--- src/rtl/aes_inv_key_schedule_if.sv ---
// Round-key stream bundle for the inverse AES-128 key schedule.
// master = key consumer/requester, slave = the key schedule itself.
interface aes_inv_key_schedule_if #(
    parameter int WIDTH = 128
);
    logic             start_i;
    logic [WIDTH-1:0] key_i;
    logic [WIDTH-1:0] key_o;
    logic [3:0]       key_rnd_o;
    logic             key_vld_o;
    logic             ready_i;
    logic             busy_o;
    logic             done_o;

    modport master (
        output start_i, key_i, ready_i,
        input  key_o, key_rnd_o, key_vld_o, busy_o, done_o
    );

    modport slave (
        input  start_i, key_i, ready_i,
        output key_o, key_rnd_o, key_vld_o, busy_o, done_o
    );
endinterface

--- src/rtl/aes_inv_key_schedule.sv ---
// Iterative inverse AES-128 key schedule: streams round keys NR..0 from the round-NR key.
// Optional macro INV_KEY_SBOX_REG_EN adds a STEP state that registers the S-box output.
module aes_inv_key_schedule #(
    parameter int WIDTH = 128,
    parameter int NR    = 10
) (
    input logic                   clk_i,
    input logic                   rst_i,
    aes_inv_key_schedule_if.slave bus
);

    localparam logic [7:0] SBOX [256] = '{
        8'h63, 8'h7c, 8'h77, 8'h7b, 8'hf2, 8'h6b, 8'h6f, 8'hc5, 8'h30, 8'h01, 8'h67, 8'h2b, 8'hfe, 8'hd7, 8'hab, 8'h76,
        8'hca, 8'h82, 8'hc9, 8'h7d, 8'hfa, 8'h59, 8'h47, 8'hf0, 8'had, 8'hd4, 8'ha2, 8'haf, 8'h9c, 8'ha4, 8'h72, 8'hc0,
        8'hb7, 8'hfd, 8'h93, 8'h26, 8'h36, 8'h3f, 8'hf7, 8'hcc, 8'h34, 8'ha5, 8'he5, 8'hf1, 8'h71, 8'hd8, 8'h31, 8'h15,
        8'h04, 8'hc7, 8'h23, 8'hc3, 8'h18, 8'h96, 8'h05, 8'h9a, 8'h07, 8'h12, 8'h80, 8'he2, 8'heb, 8'h27, 8'hb2, 8'h75,
        8'h09, 8'h83, 8'h2c, 8'h1a, 8'h1b, 8'h6e, 8'h5a, 8'ha0, 8'h52, 8'h3b, 8'hd6, 8'hb3, 8'h29, 8'he3, 8'h2f, 8'h84,
        8'h53, 8'hd1, 8'h00, 8'hed, 8'h20, 8'hfc, 8'hb1, 8'h5b, 8'h6a, 8'hcb, 8'hbe, 8'h39, 8'h4a, 8'h4c, 8'h58, 8'hcf,
        8'hd0, 8'hef, 8'haa, 8'hfb, 8'h43, 8'h4d, 8'h33, 8'h85, 8'h45, 8'hf9, 8'h02, 8'h7f, 8'h50, 8'h3c, 8'h9f, 8'ha8,
        8'h51, 8'ha3, 8'h40, 8'h8f, 8'h92, 8'h9d, 8'h38, 8'hf5, 8'hbc, 8'hb6, 8'hda, 8'h21, 8'h10, 8'hff, 8'hf3, 8'hd2,
        8'hcd, 8'h0c, 8'h13, 8'hec, 8'h5f, 8'h97, 8'h44, 8'h17, 8'hc4, 8'ha7, 8'h7e, 8'h3d, 8'h64, 8'h5d, 8'h19, 8'h73,
        8'h60, 8'h81, 8'h4f, 8'hdc, 8'h22, 8'h2a, 8'h90, 8'h88, 8'h46, 8'hee, 8'hb8, 8'h14, 8'hde, 8'h5e, 8'h0b, 8'hdb,
        8'he0, 8'h32, 8'h3a, 8'h0a, 8'h49, 8'h06, 8'h24, 8'h5c, 8'hc2, 8'hd3, 8'hac, 8'h62, 8'h91, 8'h95, 8'he4, 8'h79,
        8'he7, 8'hc8, 8'h37, 8'h6d, 8'h8d, 8'hd5, 8'h4e, 8'ha9, 8'h6c, 8'h56, 8'hf4, 8'hea, 8'h65, 8'h7a, 8'hae, 8'h08,
        8'hba, 8'h78, 8'h25, 8'h2e, 8'h1c, 8'ha6, 8'hb4, 8'hc6, 8'he8, 8'hdd, 8'h74, 8'h1f, 8'h4b, 8'hbd, 8'h8b, 8'h8a,
        8'h70, 8'h3e, 8'hb5, 8'h66, 8'h48, 8'h03, 8'hf6, 8'h0e, 8'h61, 8'h35, 8'h57, 8'hb9, 8'h86, 8'hc1, 8'h1d, 8'h9e,
        8'he1, 8'hf8, 8'h98, 8'h11, 8'h69, 8'hd9, 8'h8e, 8'h94, 8'h9b, 8'h1e, 8'h87, 8'he9, 8'hce, 8'h55, 8'h28, 8'hdf,
        8'h8c, 8'ha1, 8'h89, 8'h0d, 8'hbf, 8'he6, 8'h42, 8'h68, 8'h41, 8'h99, 8'h2d, 8'h0f, 8'hb0, 8'h54, 8'hbb, 8'h16
    };

    typedef enum logic [1:0] {
        IDLE = 2'd0,
        EMIT = 2'd1
`ifdef INV_KEY_SBOX_REG_EN
        ,
        STEP = 2'd2
`endif
    } state_t;

    function automatic logic [31:0] sub_rot(input logic [31:0] w);
        logic [31:0] r;
        r = {w[23:0], w[31:24]};
        return {SBOX[r[31:24]], SBOX[r[23:16]], SBOX[r[15:8]], SBOX[r[7:0]]};
    endfunction

    // Divide by x in GF(2^8): walks rcon backwards, 36 -> 1B -> 80 -> ... -> 01.
    function automatic logic [7:0] inv_xtime(input logic [7:0] r);
        logic [8:0] t;
        t = r[0] ? ({1'b0, r} ^ 9'h11B) : {1'b0, r};
        return t[8:1];
    endfunction

    state_t           state;
    state_t           state_nxt;
    logic [7:0]       rcon;
    logic [7:0]       rcon_nxt;
    logic [WIDTH-1:0] key_nxt;
    logic [3:0]       rnd_nxt;
    logic             vld_nxt;
    logic             busy_nxt;
    logic             done_nxt;

    logic [31:0] a0, a1, a2, a3;
    logic [31:0] b1, b2, b3;
    logic        accept;
    logic        last;

    assign a0     = bus.key_o[127:96];
    assign a1     = bus.key_o[95:64];
    assign a2     = bus.key_o[63:32];
    assign a3     = bus.key_o[31:0];
    assign b1     = a1 ^ a0;
    assign b2     = a2 ^ a1;
    assign b3     = a3 ^ a2;
    assign accept = bus.key_vld_o & bus.ready_i;
    assign last   = (bus.key_rnd_o == 4'd0);

`ifdef INV_KEY_SBOX_REG_EN
    logic [31:0] sub_p0;
    logic [31:0] b1_p0, b2_p0, b3_p0;

    // S-box result and xor words captured on acceptance; STEP finishes the round key from them.
    always_ff @(posedge clk_i) begin
        if (state == EMIT && accept && !last) begin
            sub_p0 <= sub_rot(b3);
            b1_p0  <= b1;
            b2_p0  <= b2;
            b3_p0  <= b3;
        end
    end
`endif

    always_comb begin
        state_nxt = state;
        key_nxt   = bus.key_o;
        rnd_nxt   = bus.key_rnd_o;
        rcon_nxt  = rcon;
        vld_nxt   = bus.key_vld_o;
        busy_nxt  = bus.busy_o;
        done_nxt  = 1'b0;
        case (state)
            IDLE: begin
                if (bus.start_i) begin
                    state_nxt = EMIT;
                    key_nxt   = bus.key_i;
                    rnd_nxt   = 4'(NR);
                    rcon_nxt  = 8'h36;
                    vld_nxt   = 1'b1;
                    busy_nxt  = 1'b1;
                end
            end
            EMIT: begin
                if (accept) begin
                    if (last) begin
                        state_nxt = IDLE;
                        vld_nxt   = 1'b0;
                        busy_nxt  = 1'b0;
                        done_nxt  = 1'b1;
                    end else begin
`ifdef INV_KEY_SBOX_REG_EN
                        state_nxt = STEP;
                        vld_nxt   = 1'b0;
`else
                        key_nxt   = {a0 ^ sub_rot(b3) ^ {rcon, 24'h0}, b1, b2, b3};
                        rnd_nxt   = bus.key_rnd_o - 4'd1;
                        rcon_nxt  = inv_xtime(rcon);
`endif
                    end
                end
            end
`ifdef INV_KEY_SBOX_REG_EN
            STEP: begin
                state_nxt = EMIT;
                vld_nxt   = 1'b1;
                key_nxt   = {a0 ^ sub_p0 ^ {rcon, 24'h0}, b1_p0, b2_p0, b3_p0};
                rnd_nxt   = bus.key_rnd_o - 4'd1;
                rcon_nxt  = inv_xtime(rcon);
            end
`endif
            default: state_nxt = IDLE;
        endcase
    end

    always_ff @(posedge clk_i or posedge rst_i) begin
        if (rst_i) begin
            state         <= IDLE;
            rcon          <= 8'h00;
            bus.key_o     <= '0;
            bus.key_rnd_o <= 4'd0;
            bus.key_vld_o <= 1'b0;
            bus.busy_o    <= 1'b0;
            bus.done_o    <= 1'b0;
        end else begin
            state         <= state_nxt;
            rcon          <= rcon_nxt;
            bus.key_o     <= key_nxt;
            bus.key_rnd_o <= rnd_nxt;
            bus.key_vld_o <= vld_nxt;
            bus.busy_o    <= busy_nxt;
            bus.done_o    <= done_nxt;
        end
    end

endmodule

--- src/flat_wrapper.sv ---
// flat-port wrapper written by rule: the top's interface ports become plain ports
module aes_inv_key_schedule_flat 
#(
    parameter int WIDTH = 128,
    parameter int NR    = 10
)
  (clk_i, rst_i, bus_start_i, bus_key_i, bus_ready_i, bus_key_o, bus_key_rnd_o, bus_key_vld_o, bus_busy_o, bus_done_o);
  aes_inv_key_schedule_if #(.WIDTH(WIDTH)) bus_i ();
  input logic clk_i;
  input logic rst_i;
  input wire logic [$bits(bus_i.start_i)-1:0] bus_start_i;
  input wire logic [$bits(bus_i.key_i)-1:0] bus_key_i;
  input wire logic [$bits(bus_i.ready_i)-1:0] bus_ready_i;
  output wire logic [$bits(bus_i.key_o)-1:0] bus_key_o;
  output wire logic [$bits(bus_i.key_rnd_o)-1:0] bus_key_rnd_o;
  output wire logic [$bits(bus_i.key_vld_o)-1:0] bus_key_vld_o;
  output wire logic [$bits(bus_i.busy_o)-1:0] bus_busy_o;
  output wire logic [$bits(bus_i.done_o)-1:0] bus_done_o;
  assign bus_i.start_i = bus_start_i;
  assign bus_i.key_i = bus_key_i;
  assign bus_i.ready_i = bus_ready_i;
  assign bus_key_o = bus_i.key_o;
  assign bus_key_rnd_o = bus_i.key_rnd_o;
  assign bus_key_vld_o = bus_i.key_vld_o;
  assign bus_busy_o = bus_i.busy_o;
  assign bus_done_o = bus_i.done_o;
  aes_inv_key_schedule #(.WIDTH(WIDTH), .NR(NR)) u_core (.clk_i(clk_i), .rst_i(rst_i), .bus(bus_i));
endmodule
--- config.mk ---
export PLATFORM = sky130hd
export DESIGN_NAME = aes_inv_key_schedule_flat
export DESIGN_NICKNAME = d
export VERILOG_FILES = /design/src/rtl/aes_inv_key_schedule_if.sv /design/src/rtl/aes_inv_key_schedule.sv /design/src/flat_wrapper.sv
export SDC_FILE = /design/constraint.sdc
export NUM_CORES = 1
export LEC_CHECK = 0
export CAP_MARGIN = 25
export CORE_ASPECT_RATIO = 0.8
export CORE_MARGIN = 5
export CORE_UTILIZATION = 34
export DETAILED_ROUTE_END_ITERATION = 10
export PLACE_DENSITY = 0.53
export SLEW_MARGIN = 20
export SYNTH_ARGS = -nofsm -noshare
export SYNTH_HDL_FRONTEND = slang
export SYNTH_SLANG_ARGS = --single-unit
--- constraint.sdc ---
create_clock -name clk_i -period 5.15 [get_ports clk_i]
set_input_delay 1.03 -clock clk_i [delete_from_list [all_inputs] [get_ports clk_i]]
set_output_delay 1.03 -clock clk_i [all_outputs]
set_load 0.01 [all_outputs]
==> metrics.md <==
| Metric | Value |
|---|---|
| R2R cell count | `10` |
| Startpoint types | `flip-flop` |
| Finished Core Util | `slightly above 40%` |
| Starting DRT DRC Count | `~4600` |
| Routability cong. | `between 1 and 1.5` |
| Max frequency | `0.246 GHz` |
| Drt pass-1 iters | `7` |
| Postcts setup bufs | `0` |
| Post-Route WL | `~120 mm` |
| Clk slew on worst S/H paths | `around 0.080 ns` |
| Worst-case clock skew | `about 0.014 ns` |
| Max Slew Vio Count | `0` |
| Final Hold Viols | `0` |
| Wire per inst | `29.5 um` |
| H-tree levels | `4` |
| Initial antenna violation count | `7` |
| # port buffers | `between 200 and 300` |
| Worst hold path startpoint | `u_core.bus.key_rnd_o[3]$_DFFE_PP0P_` |
| Fillers | `6655` |
| Gr ovfl total | `0` |
| Unrepaired setup endpoints after global routing | `false` |
| Num CTS Buffers | `17` |
| Max Root-Sink Buffers | `2` |
| Most frequent cell after synthesis | `nor2_1` |
| Minimum clock period after layout | `just over 4 ns` |
| Chip width | `about 290 um` |
| DRC viols | `0` |
| Least-Margin Pin Slew | `between 1 and 1.5 ns` |
| Core ar. | `between 60000 and 70000 sq um` |
| MaxCap Viol Count | `0` |
| Number of synthesized register bits | `142` |
| Yosys cell types | `90` |
| Seq/Total Area, Yosys | `16.2%` |
| Post-synth EDFFs | `0` |
| Layout cells sized above 1 | `under 10%` |
| Area contributors post-synth | `dfrtp_1, a21oi_1, mux4_2` |
| Net count after synthesis | `~3300` |
| Largest net degree at the start of global routing | `87` |
| Hold Path End | `u_core.bus.key_rnd_o[3]$_DFFE_PP0P_` |
| Number of global-route vias before repair | `~25000` |
| Reg2reg end | `u_core.bus.key_o[103]$_DFFE_PP0P_` |
| Clock latency on the worst-skew pair | `between 0.5 and 0.6 ns` |
| Post-cts sizing count | `0` |
| Root Buffer | `clkbuf_16` |
| Crit share post-route | `between 70% and 80%` |
| Area leader, netlist | `dfrtp_1` |
| Setup CP Type | `flip-flop to flip-flop` |
| Syn Area/Cell | `7.17 sq um` |
| GRT Util Overall | `about 32%` |
| Total die area | `69900 sq um` |
| CP Data Required Time | `~5.6 ns` |
| DP Wirelength | `between 80 and 90 mm` |
| DR vias/cell | `6.91` |
| Row Count | `a little over 80` |
| R2r startpoint | `u_core.bus.key_o[25]$_DFFE_PP0P_` |
| Rel. slew slack | `about 28%` |
| Post-synth top cells | `nor2_1, a21oi_1, nand2_1` |
| Clock sink count | `between 100 and 150` |
| YS warnings | `0` |
| Max Fanout on Critical Path | `22` |
| Setup TNS | `0 ns` |
| Class of the worst hold path | `flip-flop to flip-flop` |
| Layout area overhead | `18.9%` |
| Hold path cells | `1` |
| Initial Utilization | `34.3%` |
| CTS Hold Bufs | `0` |
| # nets final | `3316` |
| R2R Setup Slk | `1.08 ns` |
| Synth async-reset ratio | `between 90% and 100%` |
| Vias | `roughly 28000` |
| Ys flop type | `dfrtp_1` |
| Endpoints failing setup | `0` |
| IO Count | `~270` |
| First-pass GRT wire length | `175 mm` |
| Critical Path AT | `4.48 ns` |
| Synthesized area | `22000 sq um` |
| Die Ht | `238 um` |
| Worst setup EP type | `flip-flop` |
| Routed Antenna Nets | `0` |
| Area share of the largest cell type after synthesis | `between 15 and 20%` |
| Mapped Cells | `just over 3000` |
| Outcome | `complete, no violations` |
| CTS tree | `built` |
==> metrics by stage <==
| stage | setup WS [ns] | cell area [sq um] | hold slack [ns] | cells |
|---|---|---|---|---|
| detailed placement | 1.21 | 25500 | 0.532 | 3960 |
| CTS | 1.20 | 26200 | 0.554 | 3991 |
| global route | 0.892 | 26200 | 0.577 | 3991 |
| global placement | 1.21 | 25500 | 0.521 | 3959 |
| floorplan | 0.310 | 22000 | 0.506 | 3070 |
| finish | 1.08 | 26200 | 0.549 | 3992 |
==> cell families (layout without fill, tap and decap cells) <==
logic type | after synthesis | after routing | share of synthesized area (%)
buffers and inverters | 402 | 473 | 8.14
AO/OA/AOI/OAI | 1202 | 1202 | 36.8
flip-flops | 142 | 142 | 16.2
multiplexers | 145 | 145 | 10.0
adder cells (fa/ha/maj) | 55 | 55 | 3.13
other | 0 | 1 | 0
XOR/XNOR | 75 | 75 | 3.55
AND/OR/NAND/NOR | 1049 | 1049 | 22.1
==> worst max-delay path by stage <==
stage,start,endpoint,slack (ns),cells past startpoint
2_1_floorplan,rst_i,u_core.bus.done_o$_DFF_PP0_,0.31,1
3_3_place_gp,u_core.bus.key_o[25]$_DFFE_PP0P_,u_core.bus.key_o[103]$_DFFE_PP0P_,1.21,10
3_5_place_dp,u_core.bus.key_o[57]$_DFFE_PP0P_,u_core.bus.key_o[103]$_DFFE_PP0P_,1.21,10
4_1_cts,u_core.bus.key_o[25]$_DFFE_PP0P_,u_core.bus.key_o[103]$_DFFE_PP0P_,1.20,10
5_1_grt,u_core.bus.key_o[57]$_DFFE_PP0P_,u_core.bus.key_o[103]$_DFFE_PP0P_,0.89,10
6_report,u_core.bus.key_o[25]$_DFFE_PP0P_,u_core.bus.key_o[103]$_DFFE_PP0P_,1.08,10
==> registers in the layout, summed over array words and instances, names as in the netlist <==
name	cells
u_core.bus.key_o	128
u_core.rcon	8
u_core.bus.key_rnd_o	4
u_core.bus.done_o	1
u_core.bus.key_vld_o	1
==> worst max-delay path, stage by stage, from the launching register on <==
cell,delay [ns]
dfrtp_1,0.44
xor2_2,0.55
buf_4,0.42
ha_1,0.62
nor2_1,0.24
mux4_1,0.56
a22o_1,0.26
a2111oi_2,0.45
a311oi_2,0.09
o22ai_1,0.14
o21ba_1,0.17
==> routing by layer <==
layer  share of wire, %  track usage (%)
met2                 41             45.8
met5              0.058                0
met4                3.8             10.3
met3                 12             8.18
met1                 43             47.1
==> cells in the final DEF, fill, tap and decap left out, types with 26 or more instances in the layout <==
master | netlist | final
a31oi_1 | 61 | 61
buf_4 | 20 | 126
nand2_1 | 259 | 257
mux4_2 | 57 | 57
clkdlybuf4s50_1 | 0 | 266
a211oi_1 | 73 | 73
o221ai_1 | 42 | 42
a21oi_1 | 305 | 305
o211ai_1 | 58 | 58
a311oi_1 | 31 | 31
nand2b_1 | 77 | 77
a221oi_1 | 31 | 31
nor3_1 | 112 | 112
nor2_1 | 318 | 317
dfrtp_1 | 142 | 141
xnor2_1 | 42 | 26
o311ai_0 | 50 | 50
o21ai_0 | 244 | 244
mux2i_1 | 75 | 75
nand3_1 | 152 | 152
o22ai_1 | 38 | 38
ha_1 | 55 | 55
inv_1 | 34 | 32
==> layout make-up <==
cell class | count | area [sq um] | share of cell area (%)
clock inverters | 14 | 183 | 0.698
multi-input cells | 2526 | 17000 | 65.0
diodes | 1 | 2.50 | 0.00957
repair buffers | 399 | 3750 | 14.3
well taps | 850 | 1060 | 4.07
clock buffers | 17 | 425 | 1.63
flip-flops and latches | 142 | 3560 | 13.6
inverters | 43 | 166 | 0.636
Power is not shown: default switching activity piles up to over one toggle a cycle in this logic, so the estimate is an artifact.
==> edit (same flow settings) <==
Build with the macro `INV_KEY_SBOX_REG_EN` defined.
--- a/src/rtl/aes_inv_key_schedule.sv
+++ b/src/rtl/aes_inv_key_schedule.sv
@@ -1,5 +1,7 @@
 // Iterative inverse AES-128 key schedule: streams round keys NR..0 from the round-NR key.
 // Optional macro INV_KEY_SBOX_REG_EN adds a STEP state that registers the S-box output.
+`define INV_KEY_SBOX_REG_EN
+
 module aes_inv_key_schedule #(
     parameter int WIDTH = 128,
     parameter int NR    = 10
Formal check against the unedited RTL: not equivalent (a bounded check fails within 4 cycles, from zero or initial values and one cycle with rst_i high).
==> edit against the original RTL <==
  * Final cell count increased by 7.3%
  * Cell area increased by 9.9%
  * Wire length increased by 8.9%
  * Worst hold slack got worse by 0.044 ns
  * Non-clock buffer count decreased by 28
  * Sequential cell count increased by 131
  * Setup slack improved by 0.16 ns
  * Synthesized area increased by 9.6%
  * Critical endpoint is now u_core.sub_p0[17]
  * Highest routed layer unchanged
Power is left out: the tool's default activity adds up to more than one toggle a clock period on the data nets, which glitch-free logic cannot reach.
==> edit: results (changes against the original RTL) <==
[logic_synthesis]
synthTopCellsByCount=460 x nand2_1, 398 x nor2_1, 285 x a21oi_1  ; was 318 x nor2_1, 305 x a21oi_1, 259 x nand2_1
ys_seq_area_frac=0.3100  ; was 0.1615
synth_edf_count=128  ; was 0
synthTopCellsByArea=edfxtp_1 16%, dfrtp_1 15%, nand2_1 7.2%  ; was dfrtp_1 16%, a21oi_1 6.9%, mux4_2 5.8%
synthArstFlopShare=0.5311  ; was 1.000
synth_mux_area_frac=0.01054  ; was 0.1005
synth_nets=3413  ; was 3257
synth_fa_ha_area_frac=0.02699  ; was 0.03128
synth-compound-area-share=0.3215  ; was 0.3685

[clock_tree]
cts_buffers=34  ; was 17
htree_levels=2  ; was 4
clock_path_buffers=3  ; was 2
clkSlewWorstSetupHoldPaths_ns=0.06  ; was 0.08 ns

[worst_setup_path]
crit_fanout=16  ; was 22
r2r-end=u_core.sub_p0[17]  ; was u_core.bus.key_o[103]
reg2reg_from=u_core.bus.key_o[41]  ; was u_core.bus.key_o[25]
slowest_delay_ns=0.77  ; was 0.62 ns
crit_arrival_ns=4.18  ; was 4.48 ns

[layout]
drive_above_1_share=0.07290  ; was 0.09647
fillers=7256  ; was 6655

[routing]
drt_iter0_markers=4998  ; was 4554
wl_mm=128.5  ; was 117.9 mm

[grt]
antenna_found_initial=8  ; was 7
grt_pass1_vias=27050  ; was 25390
grt_pass1_wl_mm=186.8  ; was 174.8 mm

[timing]
worstMarginPinSlew_ns=1.058  ; was 1.085 ns
skew_ns=0.02123  ; was 0.01420 ns

[placement]
place_hpwl_mm=88.19  ; was 80.64 mm
gp_congestion=1.070  ; was 1.007

[hold_path]
min_from=u_core.b1_p0[11]  ; was u_core.bus.key_rnd_o[3]
min_to=u_core.bus.key_o[75]  ; was u_core.bus.key_rnd_o[3]

[run_status]
status=finished clean  ; unchanged

-- edit: logic make-up (layout without fill, tap and decap cells) --
kind of cell | Yosys count | count (layout)
other | 0 | 4
muxes | 19 | 19
buffers and inverters | 387 | 505
xor gates and xnor gates | 114 | 114
DFF | 273 | 273
AOI/OAI and AO/OA | 1186 | 1186
adders and majority gates | 52 | 52
and+or+nand+nor | 1198 | 1198
-- edit: worst max-delay path: cells and delay by family, from the launching register on --
kind                     cells  cell delay (ns)
AO/OA/AOI/OAI                4             1.52
AND/OR/NAND/NOR              1             0.29
buffers and inverters        1             0.12
XOR/XNOR                     1             0.38
adder cells (fa/ha/maj)      1             0.77
flip-flops                   1             0.53
-- edit: how the worst max path moves through the flow --
stage               slack, ns  cells past startpoint           endpoint
floorplan                0.15                      6    u_core.b1_p0[0]
global placement         1.48                      7  u_core.sub_p0[30]
detailed placement       1.59                     10  u_core.sub_p0[30]
CTS                      1.57                     10  u_core.sub_p0[30]
global route             1.27                      8  u_core.sub_p0[17]
finish                   1.24                      8  u_core.sub_p0[17]
-- edit: stage by stage --
step / worst slack, ns / cell area (sq um) / instances / utilization / hold slack [ns]
2_1_floorplan: 0.1509 / 24120 / 3229 / - / 0.5036
5_1_grt: 1.269 / 28750 / 4282 / 0.4083 / 0.5442
3_5_place_dp: 1.590 / 27610 / 4221 / 0.3920 / 0.5136
3_3_place_gp: 1.477 / 27610 / 4221 / 0.3920 / 0.5069
4_1_cts: 1.568 / 28750 / 4281 / 0.4082 / 0.5158
6_report: 1.238 / 28760 / 4285 / 0.4084 / 0.5051
-- edit: metal layers --
layer,wire (um),share of wire,vias up,track usage
li1,-,-,12240,-
met1,55660,0.43,13860,0.4610
met2,50880,0.40,2298,0.4473
met3,17010,0.13,393,0.1040
met4,4867,0.038,8,0.09767
met5,51,0.00040,-,0
-- edit: layout make-up --
type | instances | area share
clock buffer | 52 | 0.03580
sequential | 273 | 0.2599
inverter | 74 | 0.009963
timing repair buffer | 371 | 0.1222
tap | 934 | 0.04063
multi-input combinational | 2569 | 0.5274
clock inverter | 8 | 0.003741
antenna | 4 | 0.0003480
